[src/rtl/bus_cycle_ctl.sv]
// Data-bus cycle sequencer: qualifies microcode memory/IO requests, orders the
// bus-enable and read/write strobes, inserts wait states and aborts hung cycles.
module bus_cycle_ctl #(
   parameter int unsigned MEM_WS  = 0,
   parameter int unsigned IO_WS   = 1,
   parameter int unsigned TIMEOUT = 15
) (
   input  logic clk4,
   input  logic nreset,
   input  logic nreq,
   input  logic nmem,
   input  logic nio,
   input  logic nwen,
   input  logic nws,
   output logic nbusen,
   output logic nrd,
   output logic nw,
   output logic wshold,
   output logic ndone,
   output logic nberr,
   output logic busy
);

   typedef enum logic [2:0] {
      IDLE,
      ADDR,
      STROBE,
      RECOVER,
      ERROR
   } state_t;

   localparam logic [2:0] MEM_WS_C  = 3'(MEM_WS);
   localparam logic [2:0] IO_WS_C   = 3'(IO_WS);
   localparam logic [7:0] TIMEOUT_C = 8'(TIMEOUT);

   state_t     state_q, state_d;
   logic [2:0] waitCnt_q, waitCnt_d;
   logic [7:0] toCnt_q, toCnt_d;
   logic       write_q, write_d;

   logic nbusen_q, nbusen_d;
   logic nrd_q, nrd_d;
   logic nw_q, nw_d;
   logic wshold_q, wshold_d;
   logic ndone_q, ndone_d;
   logic nberr_q, nberr_d;
   logic busy_q, busy_d;

   always_comb begin
      state_d   = state_q;
      waitCnt_d = waitCnt_q;
      toCnt_d   = toCnt_q;
      write_d   = write_q;
      case (state_q)
         IDLE: begin
            if (!nreq) begin
               if (nmem ^ nio) begin
                  state_d   = ADDR;
                  write_d   = ~nwen;
                  waitCnt_d = !nmem ? MEM_WS_C : IO_WS_C;
                  toCnt_d   = '0;
               end else begin
                  state_d = ERROR;
               end
            end
         end
         ADDR: state_d = STROBE;
         STROBE: begin
            // Programmed wait states take priority; device waits only count after them.
            if (waitCnt_q != 3'd0) begin
               waitCnt_d = waitCnt_q - 3'd1;
            end else if (!nws) begin
               if (toCnt_q == TIMEOUT_C) begin
                  state_d = ERROR;
               end else begin
                  toCnt_d = toCnt_q + 8'd1;
               end
            end else begin
               state_d = RECOVER;
            end
         end
         RECOVER: state_d = IDLE;
         ERROR:   state_d = IDLE;
         default: state_d = IDLE;
      endcase
   end

   // Outputs are decoded from the next state and registered, so they line up
   // with the state register without any input-to-output combinational path.
   always_comb begin
      nbusen_d = !(state_d == ADDR || state_d == STROBE || state_d == RECOVER);
      nrd_d    = !(state_d == STROBE && !write_d);
      nw_d     = !(state_d == STROBE && write_d);
      wshold_d = (state_d == ADDR || state_d == STROBE);
      ndone_d  = (state_d != RECOVER);
      nberr_d  = (state_d != ERROR);
      busy_d   = (state_d != IDLE);
   end

   always_ff @(posedge clk4) begin
      if (!nreset) begin
         state_q   <= IDLE;
         waitCnt_q <= '0;
         toCnt_q   <= '0;
         write_q   <= 1'b0;
         nbusen_q  <= 1'b1;
         nrd_q     <= 1'b1;
         nw_q      <= 1'b1;
         wshold_q  <= 1'b0;
         ndone_q   <= 1'b1;
         nberr_q   <= 1'b1;
         busy_q    <= 1'b0;
      end else begin
         state_q   <= state_d;
         waitCnt_q <= waitCnt_d;
         toCnt_q   <= toCnt_d;
         write_q   <= write_d;
         nbusen_q  <= nbusen_d;
         nrd_q     <= nrd_d;
         nw_q      <= nw_d;
         wshold_q  <= wshold_d;
         ndone_q   <= ndone_d;
         nberr_q   <= nberr_d;
         busy_q    <= busy_d;
      end
   end

   assign nbusen = nbusen_q;
   assign nrd    = nrd_q;
   assign nw     = nw_q;
   assign wshold = wshold_q;
   assign ndone  = ndone_q;
   assign nberr  = nberr_q;
   assign busy   = busy_q;

endmodule

[config.mk]
export PLATFORM = sky130hd
export DESIGN_NAME = bus_cycle_ctl
export DESIGN_NICKNAME = d
export VERILOG_FILES = /design/src/rtl/bus_cycle_ctl.sv
export SDC_FILE = /design/constraint.sdc
export NUM_CORES = 1
export LEC_CHECK = 0
export ABC_AREA = 1
export CORE_UTILIZATION = 25
export CTS_CLUSTER_SIZE = 10
export DETAILED_ROUTE_END_ITERATION = 10
export PLACE_DENSITY = 0.45
export SLEW_MARGIN = 20
export SYNTH_ARGS = -nofsm -noshare
export SYNTH_HDL_FRONTEND = slang
export SYNTH_SLANG_ARGS = --single-unit
[constraint.sdc]
create_clock -name clk4 -period 2.3 [get_ports clk4]
set_input_delay 0.46 -clock clk4 [delete_from_list [all_inputs] [get_ports clk4]]
set_output_delay 0.46 -clock clk4 [all_outputs]
set_load 0.02 [all_outputs]
==> results of run 1 <==
synthesized netlist by cell type:
cell type  instances  area share, %
a21oi_1           12            5.3
a21oi_2            1           0.78
buf_2              1           0.44
clkbuf_1           1           0.33
dfxtp_1           22             39
ha_1               3            3.3
inv_1             18            6.0
inv_2              5            1.7
nand2_1           52             17
nand2_2            2            1.1
nand3_1           15            6.7
nand3_2            2            1.8
nand3_4            1            1.6
nand4_1            3            1.7
nor2_1            19            6.3
nor2_2             3            1.7
nor3_1             2           0.89
o21ai_0            2           0.89
o21ai_1            1           0.44
o21ai_2            1           0.78
o21bai_2           1            1.0
xnor2_1            1           0.78
cell type report:
class,instances,area share [%]
clock buffers,3,2.95
clock inverters,1,2.15
inverters,23,6.18
multi-input cells,121,42.2
flip-flops and latches,22,31.5
well taps,52,4.66
repair buffers,15,10.4
state kept, by name, summed over array words and instances, names as in the netlist:
name	flops
waitCnt_q	3
write_q	1
nberr	1
toCnt_q	8
busy	1
nw	1
nbusen	1
state_q	3
nrd	1
ndone	1
wshold	1
power groups by stage:
stage	combinational, mW	clock (mW)	sequential, mW
floorplan	0.104	0	0.430
global placement	0.172	0	0.418
detailed placement	0.175	0	0.419
CTS	0.175	0.381	0.410
global route	0.194	0.393	0.412
finish	0.172	0.364	0.410
logic make-up (layout without fill, tap and decap cells):
family,after synthesis,count (layout),share of synthesized area [%]
and+or+nand+nor,99,99,39.0
buffers and inverters,25,42,8.45
DFF,22,22,39.2
AOI/OAI and AO/OA,18,18,9.23
adders and majority gates,3,3,3.34
xor gates and xnor gates,1,1,0.779
layer usage:
layer / wire [µm] / part of all wire, % / GRT usage (%) / vias to the layer above
li1: - / - / - / 565
met1: 1140 / 47 / 13.7 / 467
met2: 1150 / 48 / 18.9 / 19
met3: 83 / 3.4 / 2.49 / 4
met4: 42 / 1.7 / 5.22 / 0
met5: 0 / 0 / 0 / -
how the worst min path moves through the flow:
stage,from,end,cells past startpoint
finish,waitCnt_q[2],waitCnt_q[2],2
global route,waitCnt_q[2],waitCnt_q[2],2
CTS,waitCnt_q[2],waitCnt_q[2],2
detailed placement,waitCnt_q[2],waitCnt_q[2],2
global placement,waitCnt_q[1],waitCnt_q[1],2
floorplan,waitCnt_q[1],waitCnt_q[1],2
metrics by stage:
stage	instance area, µm²	hold slack (ps)	power, mW
after floorplan	1120	430	0.535
after global placement	1330	444	0.591
after detailed placement	1330	455	0.594
after CTS	1400	469	0.966
after global routing	1400	498	0.999
final	1400	458	0.945
==> impl_metrics.toml, run 1 <==
[sta]
timing_max_transition_violations_final = 0
setup-tns-final_ps = 0
setup_viol_count_final = 0
finalClockSkew_ps = 3.02
period_share_pct = 71.6
rsz0062_at_grt = "false"
hold_violations = 0
fmax_ghz = 0.607
layout_setup_ws_ps = 653
min_period_ps = 1650
worstMarginPinSlew_ps = 420
max_slew_margin_pct = 72.0

[clock_network]
clock_latency_ps = 260
clkSinkCount = 22
cts_hold_buf = 0
cts_root_buffer = "clkbuf_8"
cts_tree = "yes"
post_cts_resized = 0
clk_pin_slew_ps = 80
cts_max_level = 1
cts_setup_buffers = 0
ctsLongestPathBuffers = 2
cts_made_buffers = 3

[setup_path]
cp_slowest_cell = "clkdlybuf4s50_1"
worstSetupStartpoint = "nberr"
cp_num_cells = 1
slowest_delay_ps = 600
ff2ff_path_depth = 8
path_delay_family = "buffers and inverters"
critPathArrivalTime_ps = 1190
crit_path_max_fanout = 1
rrSetupSlack_ps = 680
path_class = "reg -> out"
cp-start-kind = "register"
path_cells = "clkdlybuf4s50_1"
r2r_start = "toCnt_q[0]"
worstReg2RegEnd = "nrd"
crit_required_ps = 1840
path_buf_inv = 1
endpoint_kind = "output port"
critical_path.endpoint = "nberr"

[floorplan]
core_area_um2 = 4320
ios = 14
die-area_um2 = 4770
std_cell_rows = 24
die_y_um = 69.1
start_util_pct = 26.0
die_width_um = 69.1

[detailed_routing]
first_pass_iters = 4
first_iter_violations = 56
routedWlPerCell_um = 10.2
drc_errors = 0
wl_um = 2410
vias_per_cell = 4.45
antenna_left = 0
vias = 1055

[logic_synthesis]
ys_seq_elements = 22
yosys_warnings = 0
synth_area_um2 = 1120
syn_nets = 178
syn_avg_cell_area_um2 = 6.70
synth_cell_types = 22
ys_seq_area_share_pct = 39.2
synth_cells = 168

[flow_run]
cap_viol_max_count = 0

[final_layout]
fill_cells = 500
fin_util_pct = 32.3
fin_cells = 237
multi_input_area_um2 = 589
mostFrequentLayoutCells = "52 x nand2_1, 22 x dfxtp_1, 19 x nor2_1"
fin_nets = 196
layout_commonest_cell = "nand2_1"
syn_to_final_growth_pct = 24.2
seq_area_um2 = 440
drive_gt1_share_pct = 11.9
n_antenna_cell = 0

[power_and_ir_drop]
p_switching_uw = 244
p_seq_share_pct = 43.3
power.share.clock_pct = 38.5
power.internal_uw = 701
p_leak_nw = 0.561
share_comb_of_total_power_pct = 18.2
sw_frac_of_total_pct = 25.8
power.density_nw_per_um2 = 676
peakVddDrop_mv = 0.226

[placement]
gp_congestion = 0.743
place_inst = 233
port_buffers = 13
place_ws_ps = 464
dp_hpwl_um = 1910

[grt]
track_usage_pct = 11.3
grt_max_degree = 14
grt-ovfl-total = 0
grt_pass1_vias = 1016
grt_pass1_wl_um = 4360
grt_antenna_before_repair = 0

[min_path]
min-delay-path-class = "reg -> reg"

[outcome]
status = "finished, final reports clean"
No activity file was read; power rests on OpenSTA's default activity.
==> run 2, diff against run 1 <==
--- a/config.mk
+++ b/config.mk
@@ -9,7 +9,7 @@
 export CORE_UTILIZATION = 25
 export CTS_CLUSTER_SIZE = 10
 export DETAILED_ROUTE_END_ITERATION = 10
-export PLACE_DENSITY = 0.45
+export PLACE_DENSITY = 0.47
 export SLEW_MARGIN = 20
 export SYNTH_ARGS = -nofsm -noshare
 export SYNTH_HDL_FRONTEND = slang
==> constraint.sdc (replaced) <==
create_clock -name clk4 -period 1.4 [get_ports clk4]
set_input_delay 0.28 -clock clk4 [delete_from_list [all_inputs] [get_ports clk4]]
set_output_delay 0.28 -clock clk4 [all_outputs]
set_load 0.02 [all_outputs]
==> run 2 against run 1 <==
- die area unchanged
- design area increased by 23%
- sequential cell count unchanged
- via count increased by 7.8%
- highest routed layer unchanged
- utilization increased by 7.3 points
- combinational power increased by 130%
- cell count increased by 9.3%
==> impl_metrics.toml, run 2 (same netlist as run 1, synthesis figures left out) <==
[clock_network]
cts_max_level = 1
clk_pin_slew_ps = 80
cts_root_buffer = "clkbuf_8"
clkSinkCount = 22
ctsLongestPathBuffers = 2
cts_hold_buf = 0
cts_tree = "yes"
clock_latency_ps = 260
cts_made_buffers = 3

[floorplan]
die_y_um = 69.1
ios = 14
std_cell_rows = 24
die_width_um = 69.1
die-area_um2 = 4770
start_util_pct = 26.0
core_area_um2 = 4320

[detailed_routing]
first_pass_iters = 4
drc_errors = 0
antenna_left = 0
vias_per_cell = 4.39
wl_um = 2710
routedWlPerCell_um = 10.5
vias = 1137
first_iter_violations = 39

[final_layout]
largest_reg_flops = 8
fin_cells = 259
syn_to_final_growth_pct = 52.5
layout_commonest_cell = "nand2_1"
largest-register = "toCnt_q"
fin_nets = 218
fin_util_pct = 39.7
mostFrequentLayoutCells = "42 x nand2_1, 24 x buf_4, 17 x nor2_1"
n_antenna_cell = 0
drive_gt1_share_pct = 38.2
reg_top3 = "toCnt_q x8, state_q x3, waitCnt_q x3"

[sta]
period_share_pct = 99.3
finalClockSkew_ps = 1.52
rsz0062_at_grt = "true"
fmax_ghz = 0.720
worstMarginPinSlew_ps = 313
setup_viol_count_final = 0
min_period_ps = 1390
max_slew_margin_pct = 79.1
whs_ps = 479
timing_max_transition_violations_final = 0
hold_violations = 0
layout_setup_ws_ps = 10.3

[placement]
dp_hpwl_um = 1990
place_inst = 251
port_buffers = 13
gp_congestion = 0.786
place_ws_ps = -257

[power_and_ir_drop]
power.density_nw_per_um2 = 980
p_leak_nw = 0.692
peakVddDrop_mv = 0.591

[setup_path]
path_class = "reg -> reg"
cp_slowest_cell = "dfxtp_2"
crit_path_max_fanout = 8
path_buf_inv = 1
path_cells = "inv_2 -> ha_4 -> ha_4 -> nand2_2 -> o21bai_4 -> nand2_4 -> nand3_4 -> nand2_2 -> a21oi_2"
cp-start-kind = "register"
slowest_delay_ps = 320
critPathArrivalTime_ps = 1550
crit_required_ps = 1560
endpoint_kind = "register"
path_delay_family = "simple AND/OR/NAND/NOR gates"

[min_path]
min-delay-path-class = "reg -> reg"

[grt]
track_usage_pct = 12.0
grt_antenna_before_repair = 0
grt-ovfl-total = 0
grt_max_degree = 14
grt_pass1_vias = 1116
grt_pass1_wl_um = 4790

[outcome]
status = "finished, final reports clean"

[flow_run]
cap_viol_max_count = 0
[run 2: worst min-delay path: stages, from the launching register on]
cell	delay [ps]
dfxtp_2	320
inv_2	70
a21oi_1	60
[run 2: power breakdown]
part	switching, mW	total, mW	leakage [nW]	internal, mW
combinational	0.221	0.402	0.474	0.181
sequential	0.0127	0.675	0.182	0.662
clock	0.222	0.604	0.0357	0.382
total	0.456	1.68	0.692	1.23
[run 2: final timing paths]
kind	start	endpoint	slack (ps)	depth (start not counted)
setup / recovery	waitCnt_q[1]	toCnt_q[0]	10	9
hold / removal	waitCnt_q[1]	waitCnt_q[1]	480	2
setup reg to reg	waitCnt_q[1]	toCnt_q[0]	10	9
hold reg to reg	waitCnt_q[1]	waitCnt_q[1]	480	2
[run 2: cell type report]
type | instances | area, µm²
sequential | 22 | 448
clock buffer | 3 | 41.3
fill | 474 | 2610
multi-input combinational | 121 | 743
clock inverter | 1 | 30.0
timing repair buffer | 37 | 302
inverter | 23 | 86.3
tap | 52 | 65.1
[run 2: routing by layer]
| layer | track usage, % | wire length, µm |
|---|---|---|
| met5 | 0 | 0 |
| met4 | 3.40 | 29 |
| met3 | 2.49 | 78 |
| met2 | 19.0 | 1280 |
| met1 | 16.5 | 1330 |
[run 2: per-stage QoR]
stage / instance area (µm²) / total power, mW / setup TNS, ps
floorplan: 1120 / 0.878 / 0
global placement: 1460 / 1.02 / -3630
detailed placement: 1460 / 1.02 / -4150
CTS: 1600 / 1.67 / -54.4
global route: 1720 / 1.78 / -800
finish: 1720 / 1.68 / 0
[run 2: timing repair]
action / CTS / global route
resized for setup: 21 / 30
pin swaps: 7 / 11
endpoints found under the setup margin: 21 / 20
setup buffers: 3 / 1
==> run 3, diff against run 2 <==
--- a/config.mk
+++ b/config.mk
@@ -7,9 +7,9 @@
 export LEC_CHECK = 0
 export ABC_AREA = 1
 export CORE_UTILIZATION = 25
-export CTS_CLUSTER_SIZE = 10
+export CTS_CLUSTER_SIZE = 8
 export DETAILED_ROUTE_END_ITERATION = 10
-export PLACE_DENSITY = 0.47
+export PLACE_DENSITY = 0.51
 export SLEW_MARGIN = 20
 export SYNTH_ARGS = -nofsm -noshare
 export SYNTH_HDL_FRONTEND = slang
==> run 3 against run 2 <==
- sequential power barely moved
- maximum frequency fell by 0.55%
- sequential cell count did not move
- critical path depth did not move
- highest routed layer unchanged
- clock skew rose by 2.8 ps
- largest cell class unchanged
- utilization fell by 0.87 points
- sequential share of layout area rose by 0.51 points
==> impl_metrics.toml, run 3 (same netlist as run 1, synthesis figures left out) <==
[min_path]
min_path_cells = 2
min-delay-start = "waitCnt_q[1]"
min-delay-path-class = "reg -> reg"
whs_endpoint = "waitCnt_q[1]"

[floorplan]
die_y_um = 69.1
core_area_um2 = 4320
start_util_pct = 26.0
die-area_um2 = 4770
std_cell_rows = 24
ios = 14
die_width_um = 69.1

[clock_network]
cts_max_level = 1
cts_tree = "yes"
cts_made_buffers = 3
cts_root_buffer = "clkbuf_8"
clkSinkCount = 22
ctsLongestPathBuffers = 2
clock_latency_ps = 270
cts_hold_buf = 0
clk_pin_slew_ps = 90

[final_layout]
n_antenna_cell = 0
fin_cells = 259
drive_gt1_share_pct = 33.3
largest-register = "toCnt_q"
reg_top3 = "toCnt_q x8, state_q x3, waitCnt_q x3"
fin_nets = 218
syn_to_final_growth_pct = 49.2
largest_reg_flops = 8
layout_commonest_cell = "nand2_1"
mostFrequentLayoutCells = "46 x nand2_1, 24 x buf_4, 17 x nor2_1, 17 x dfxtp_1, 15 x inv_1"

[flow_run]
cap_viol_max_count = 0

[grt]
grt-ovfl-total = 0
gr-usage-met2_pct = 20.5
track_usage_pct = 11.6
grt_pass1_wl_um = 4510
grt_pass1_vias = 1063
grt_use_met1_pct = 13.8
grt_max_degree = 14
busiest_layer = "met2"
grt_antenna_before_repair = 0
gr-usage-met3_pct = 2.92

[setup_path]
slowest_delay_ps = 320
rrSetupSlack_ps = 3
cp-start-kind = "register"
critPathArrivalTime_ps = 1570
crit_top_cell = "ha_4"
cp_slowest_cell = "dfxtp_2"
r2r_start = "waitCnt_q[1]"
endpoint_kind = "register"
worstReg2RegEnd = "toCnt_q[2]"
crit_path_max_fanout = 8
path_class = "reg -> reg"
path_cells = "inv_2 -> ha_4 -> ha_4 -> nand2_2 -> o21bai_4 -> nand2_4 -> nand3_4 -> nand2_1 -> a21oi_2"
crit_required_ps = 1570
ff2ff_path_depth = 9

[power_and_ir_drop]
finalPower_mw = 1.67
p_switching_uw = 454
sw_frac_of_total_pct = 27.2
p_leak_nw = 0.696
power.share.clock_pct = 36.8
peakVddDrop_mv = 0.789
p_seq_share_pct = 40.4
power.internal_mw = 1.21
share_comb_of_total_power_pct = 22.7
power.density_nw_per_um2 = 993

[sta]
hold_violations = 0
timing_max_transition_violations_final = 0
period_share_pct = 99.8
fmax_ghz = 0.716
setup_viol_count_final = 0
worstMarginPinSlew_ps = 311
finalClockSkew_ps = 4.32
min_period_ps = 1400
rsz0062_at_grt = "true"
max_slew_margin_pct = 79.2
layout_setup_ws_ps = 2.55

[detailed_routing]
wl_um = 2640
first_iter_violations = 30
vias_per_cell = 4.30
vias = 1114
drc_errors = 0
antenna_left = 0
routedWlPerCell_um = 10.2
first_pass_iters = 4

[placement]
gp_congestion = 0.729
place_inst = 254
dp_hpwl_um = 2010
place_ws_ps = -287
port_buffers = 13

[outcome]
status = "finished, final reports clean"
## run 3: worst max-delay path by stage
| stage | endpoint | from | depth (start not counted) | slack [ps] |
|---|---|---|---|---|
| final | toCnt_q[2] | waitCnt_q[1] | 9 | 3 |
| after global routing | nw | toCnt_q[1] | 8 | -60 |
| after CTS | toCnt_q[5] | toCnt_q[0] | 9 | 3 |
| after detailed placement | nw | nmem | 7 | -290 |
| after global placement | nw | nmem | 7 | -240 |
| after floorplan | toCnt_q[5] | waitCnt_q[0] | 9 | 20 |
## run 3: routing by layer
layer  wire, µm  vias up  share of wire [%]
met4          7        0               0.27
met3         79        2                3.0
met1       1240      485                 47
met2       1310       18                 50
li1           -      609                  -
met5          0        -                  0
## run 3: repair_timing
| action | CTS | global route |
|---|---|---|
| endpoints found under the hold margin | 0 | 0 |
| gates resized for setup | 22 | 18 |
| buffers inserted | 0 | 1 |
| setup endpoints to repair | 22 | 21 |
| gates cloned | 0 | 0 |
| pin swaps | 3 | 8 |
## run 3: power groups by stage
stage / registers (mW) / logic (mW) / clock network [mW]
after detailed placement: 0.687 / 0.326 / 0
after floorplan: 0.707 / 0.171 / 0
after CTS: 0.674 / 0.352 / 0.627
final: 0.674 / 0.379 / 0.614
after global placement: 0.687 / 0.327 / 0
after global routing: 0.678 / 0.420 / 0.638
## run 3: metrics by stage
step / setup TNS (ps) / hold slack (ps) / instance area (µm²) / utilization (%)
2_1_floorplan: 0 / 349 / 1120 / -
3_3_place_gp: -3960 / 457 / 1480 / 34.3
3_5_place_dp: -4650 / 458 / 1480 / 34.3
4_1_cts: 0 / 489 / 1610 / 37.2
5_1_grt: -586 / 491 / 1680 / 38.8
6_report: 0 / 482 / 1680 / 38.8
## run 3: layout make-up
cell class / instances / area, µm²
multi-input cells: 121 / 707
inverters: 23 / 86.3
clock inverters: 1 / 30.0
fillers: 478 / 2650
clock buffers: 3 / 41.3
flip-flops and latches: 22 / 447
repair buffers: 37 / 302
well taps: 52 / 65.1
## run 3: critical path, delay by kind of cell, from the launching register on
kind | cells | cell delay [ps]
and+or+nand+nor | 4 | 390
DFF | 1 | 320
adders and majority gates | 2 | 290
AOI/OAI and AO/OA | 2 | 230
buffers and inverters | 1 | 70
==> edit 1, RTL diff (settings of run 2) <==
The output `nrd` loses its register stage (`nrd_q` becomes a continuous assignment).
--- a/src/rtl/bus_cycle_ctl.sv
+++ b/src/rtl/bus_cycle_ctl.sv
@@ -104,7 +104,6 @@
          toCnt_q   <= '0;
          write_q   <= 1'b0;
          nbusen_q  <= 1'b1;
-         nrd_q     <= 1'b1;
          nw_q      <= 1'b1;
          wshold_q  <= 1'b0;
          ndone_q   <= 1'b1;
@@ -116,7 +115,6 @@
          toCnt_q   <= toCnt_d;
          write_q   <= write_d;
          nbusen_q  <= nbusen_d;
-         nrd_q     <= nrd_d;
          nw_q      <= nw_d;
          wshold_q  <= wshold_d;
          ndone_q   <= ndone_d;
@@ -124,6 +122,8 @@
          busy_q    <= busy_d;
       end
    end
+
+   assign nrd_q = nrd_d;
 
    assign nbusen = nbusen_q;
    assign nrd    = nrd_q;
Function: changed (a bounded check fails within 4 cycles, from zero or initial values and one cycle with nreset low).
==> edit 1 against run 2 <==
  * The run now ends with setup timing left
  * Power decreased by 11%
  * Clock skew increased by 0.0035 ns
  * Via count decreased by 0.62%
  * Worst setup slack got worse by 0.40 ns
  * Design area unchanged
  * Routed wire length increased by 3.3%
  * Sequential cell count decreased by 1
  * Area after synthesis decreased by 1.3%
  * Critical path type is now flip-flop to output port
==> edit 1: results (changes against run 2) <==
{
  "share_of_the_synthesized_area_in_compound_gates_ao_oa_aoi_oai": {"value": 0.1308, "change": "+0.03845"},
  "final.setup.worst_slack": {"value": -0.3877, "unit": "ns", "change": "-0.3980 ns"},
  "leading_post_synthesis_cells_by_cell_area": {"value": "sky130_fd_sc_hd__dfxtp_1, sky130_fd_sc_hd__nand2_1, sky130_fd_sc_hd__nor2_1, sky130_fd_sc_hd__inv_1, sky130_fd_sc_hd__a21oi_1"},
  "dp_cells": {"value": 252, "change": "+0.40%"},
  "timing.clock.skew": {"value": 0.005011, "unit": "ns", "change": "+0.003490 ns"},
  "grt_first_pass_wirelength": {"value": 4533, "unit": "microns", "change": "-5.3%"},
  "grt_max_degree": {"value": 13, "change": "-1"},
  "reg2reg_setup_slack": {"value": -0.31, "unit": "ns", "change": "-0.32 ns"},
  "reg2regPathDepth": {"value": 13, "change": "+4"},
  "post_synth_num_cell_types": {"value": 25, "change": "+14%"},
  "drt-initial-drc-count": {"value": 51, "change": "+31%"},
  "critPathArrivalTime": {"value": 1.51, "unit": "ns", "change": "-0.04 ns"},
  "finish.net_count": {"value": 222, "change": "+1.8%"},
  "violated_checks": {"value": "setup timing"},
  "max_stage_delay": {"value": 0.34, "unit": "ns", "change": "+0.02 ns"},
  "postSynthNetCount": {"value": 173, "change": "-2.8%"},
  "hold_wc_startpoint": {"value": "waitCnt_q[2]"},
  "finalSetupViolCount": {"value": 13, "change": "+13"},
  "vias_per_cell": {"value": 4.330, "change": "-1.4%"},
  "yosys.area_share.adder": {"value": 0.03382, "change": "+0.0004515"},
  "synth_commonest_cells": {"value": "sky130_fd_sc_hd__nand2_1, sky130_fd_sc_hd__nor2_1, sky130_fd_sc_hd__dfxtp_1, sky130_fd_sc_hd__inv_1, sky130_fd_sc_hd__a21oi_1"},
  "p_leak": {"value": 0.7488, "unit": "nW", "change": "+8.2%"},
  "power.ir.vdd_worst": {"value": 615.5, "unit": "uV", "change": "+4.1%"},
  "power.sequential.fraction": {"value": 0.437, "change": "+0.036"},
  "final_cell_count_no_fill": {"value": 261, "change": "+0.77%"},
  "status": {"value": "complete, but fails checks"},
  "synth_xor_xnor_area_share": {"value": 0.007892, "change": "+0.0001053"},
  "whs": {"value": 0.4693, "unit": "ns", "change": "-0.009418 ns"}
}
[edit 1: changes by cell type after synthesis, sizes merged, moves of 2 or more]
cell	change
o21ai	+2
nor2	+4
nor3	-2
nand3	-7
nand2	-2
[edit 1: final cells by class]
type	instances	area, sq um
clock buffers	3	41.29
inverters	23	88.84
multi-input cells	118	719.4
fillers	448	2429
repair buffers	45	370.4
clock inverters	1	5.005
flip-flops and latches	21	427.9
well taps	50	62.56
[edit 1: what timing repair did]
item                       4_1_cts  5_1_grt
resized for setup               32        9
setup endpoints to repair       24       19
buffers inserted                13        5
hold buffers                     0        0
hold endpoints to repair         0        0
pin swaps                        9       10
[edit 1: metal layers]
metal | vias to the layer above | wire length, microns | global-route usage
li1 | 607 | - | -
met1 | 508 | 1314 | 0.1505
met2 | 13 | 1388 | 0.2390
met3 | 2 | 80 | 0.03947
met4 | 0 | 17 | 0.03125
met5 | - | 0 | 0
==> edit 2, RTL diff (config.mk and constraints of run 2) <==
Made on the original files. Change the parameter `TIMEOUT` from 15 to 7.
--- a/src/rtl/bus_cycle_ctl.sv
+++ b/src/rtl/bus_cycle_ctl.sv
@@ -3,7 +3,7 @@
 module bus_cycle_ctl #(
    parameter int unsigned MEM_WS  = 0,
    parameter int unsigned IO_WS   = 1,
-   parameter int unsigned TIMEOUT = 15
+   parameter int unsigned TIMEOUT = 7
 ) (
    input  logic clk4,
    input  logic nreset,
Behaviour: no difference found for any inputs over 10 cycles, from zero or initial values and one cycle with nreset low; that may be too few to reach the edited logic, so the function may still have changed.
==> edit 2 against run 2 <==
  * The flow now finishes with violations (setup timing)
  * Maximum frequency shrank 0.94%
  * Area after synthesis up 9.7%
  * Worst setup slack lost 0.013 ns
  * Design area decreased by 0.22%
  * Critical path depth unchanged
  * Power increased by 20%
  * Sequential cell count is the same
  * Routed wire length decreased by 4.1%
  * Critical endpoint is now toCnt_q[7]
==> edit 2: results (changes against run 2) <==
{
  "violated_checks": {"value": "setup timing"},
  "synth.avg_cell_area": {"value": 7.257, "unit": "sq um", "change": "+8.4%"},
  "cp_slowest_cell": {"value": "sky130_fd_sc_hd__dfxtp_1"},
  "grt_first_pass_wirelength": {"value": 4560, "unit": "microns", "change": "-4.8%"},
  "tns": {"value": -0.002985, "unit": "ns", "change": "-0.002985 ns"},
  "finalSetupViolCount": {"value": 1, "change": "+1"},
  "place_ws": {"value": -0.2356, "unit": "ns", "change": "+0.02129 ns"},
  "route.detailed.wl_per_inst": {"value": 9.705, "unit": "microns", "change": "-7.3%"},
  "clock_power_share": {"value": 0.297, "change": "-0.062"},
  "final.setup.worst_slack": {"value": -0.002985, "unit": "ns", "change": "-0.01324 ns"},
  "hold_wc_startpoint": {"value": "waitCnt_q[0]"},
  "final_cell_area": {"value": 0.001712, "unit": "sq mm", "change": "-0.22%"},
  "post_synth_num_cell_types": {"value": 27, "change": "+23%"},
  "post_cts_repair_setup_buffers": {"value": 0, "change": "-3"},
  "final_layout_size_suffix_gt1_frac": {"value": 0.3731, "change": "-0.008508"},
  "dp_cells": {"value": 264, "change": "+5.2%"},
  "post-synth-top-area-fraction": {"value": 0.3570, "change": "-0.03455"},
  "drt-initial-drc-count": {"value": 20, "change": "-49%"},
  "crit_fanout": {"value": 5, "change": "-3"},
  "status": {"value": "complete, but fails checks"},
  "leading_post_synthesis_cells_by_cell_area": {"value": "sky130_fd_sc_hd__dfxtp_1, sky130_fd_sc_hd__nand2_1, sky130_fd_sc_hd__a21oi_2, sky130_fd_sc_hd__nand3_1, sky130_fd_sc_hd__inv_1"},
  "max-slew-margin-rel": {"value": 0.8372, "change": "+0.04574"},
  "fill_cells": {"value": 498, "change": "+5.1%"},
  "seq-power": {"value": 0.719, "unit": "mW", "change": "+6.5%"},
  "critPathArrivalTime": {"value": 1.61, "unit": "ns", "change": "+0.06 ns"}
}
## edit 2: cells by family (layout without fill, tap and decap cells)
group           count (synthesis)  in the layout  share of synthesized area
simple gates                   98             98                     0.3844
compound gates                 20             20                     0.1379
flops                          22             22                     0.3570
buf+inv                        27             58                    0.09027
fa+ha+maj                       3              3                    0.03043
## edit 2: what timing repair did
item	CTS	global route
gates resized for setup	17	16
gates cloned	0	0
pin swaps	4	9
endpoints found under the setup margin	25	21
## edit 2: layer usage
layer,up-vias,track usage,wire [microns]
met5,-,0,0
met4,0,0.03268,32
met3,4,0.01667,44
met2,9,0.1880,1236
met1,460,0.1443,1287
li1,590,-,-
## edit 2: cell type report
type | instances | area share
Clock buffer | 3 | 0.02412
Multi-Input combinational cell | 121 | 0.4496
Inverter | 25 | 0.05775
Clock inverter | 1 | 0.01754
Sequential cell | 22 | 0.2588
Tap cell | 67 | 0.04898
Timing Repair Buffer | 29 | 0.1433
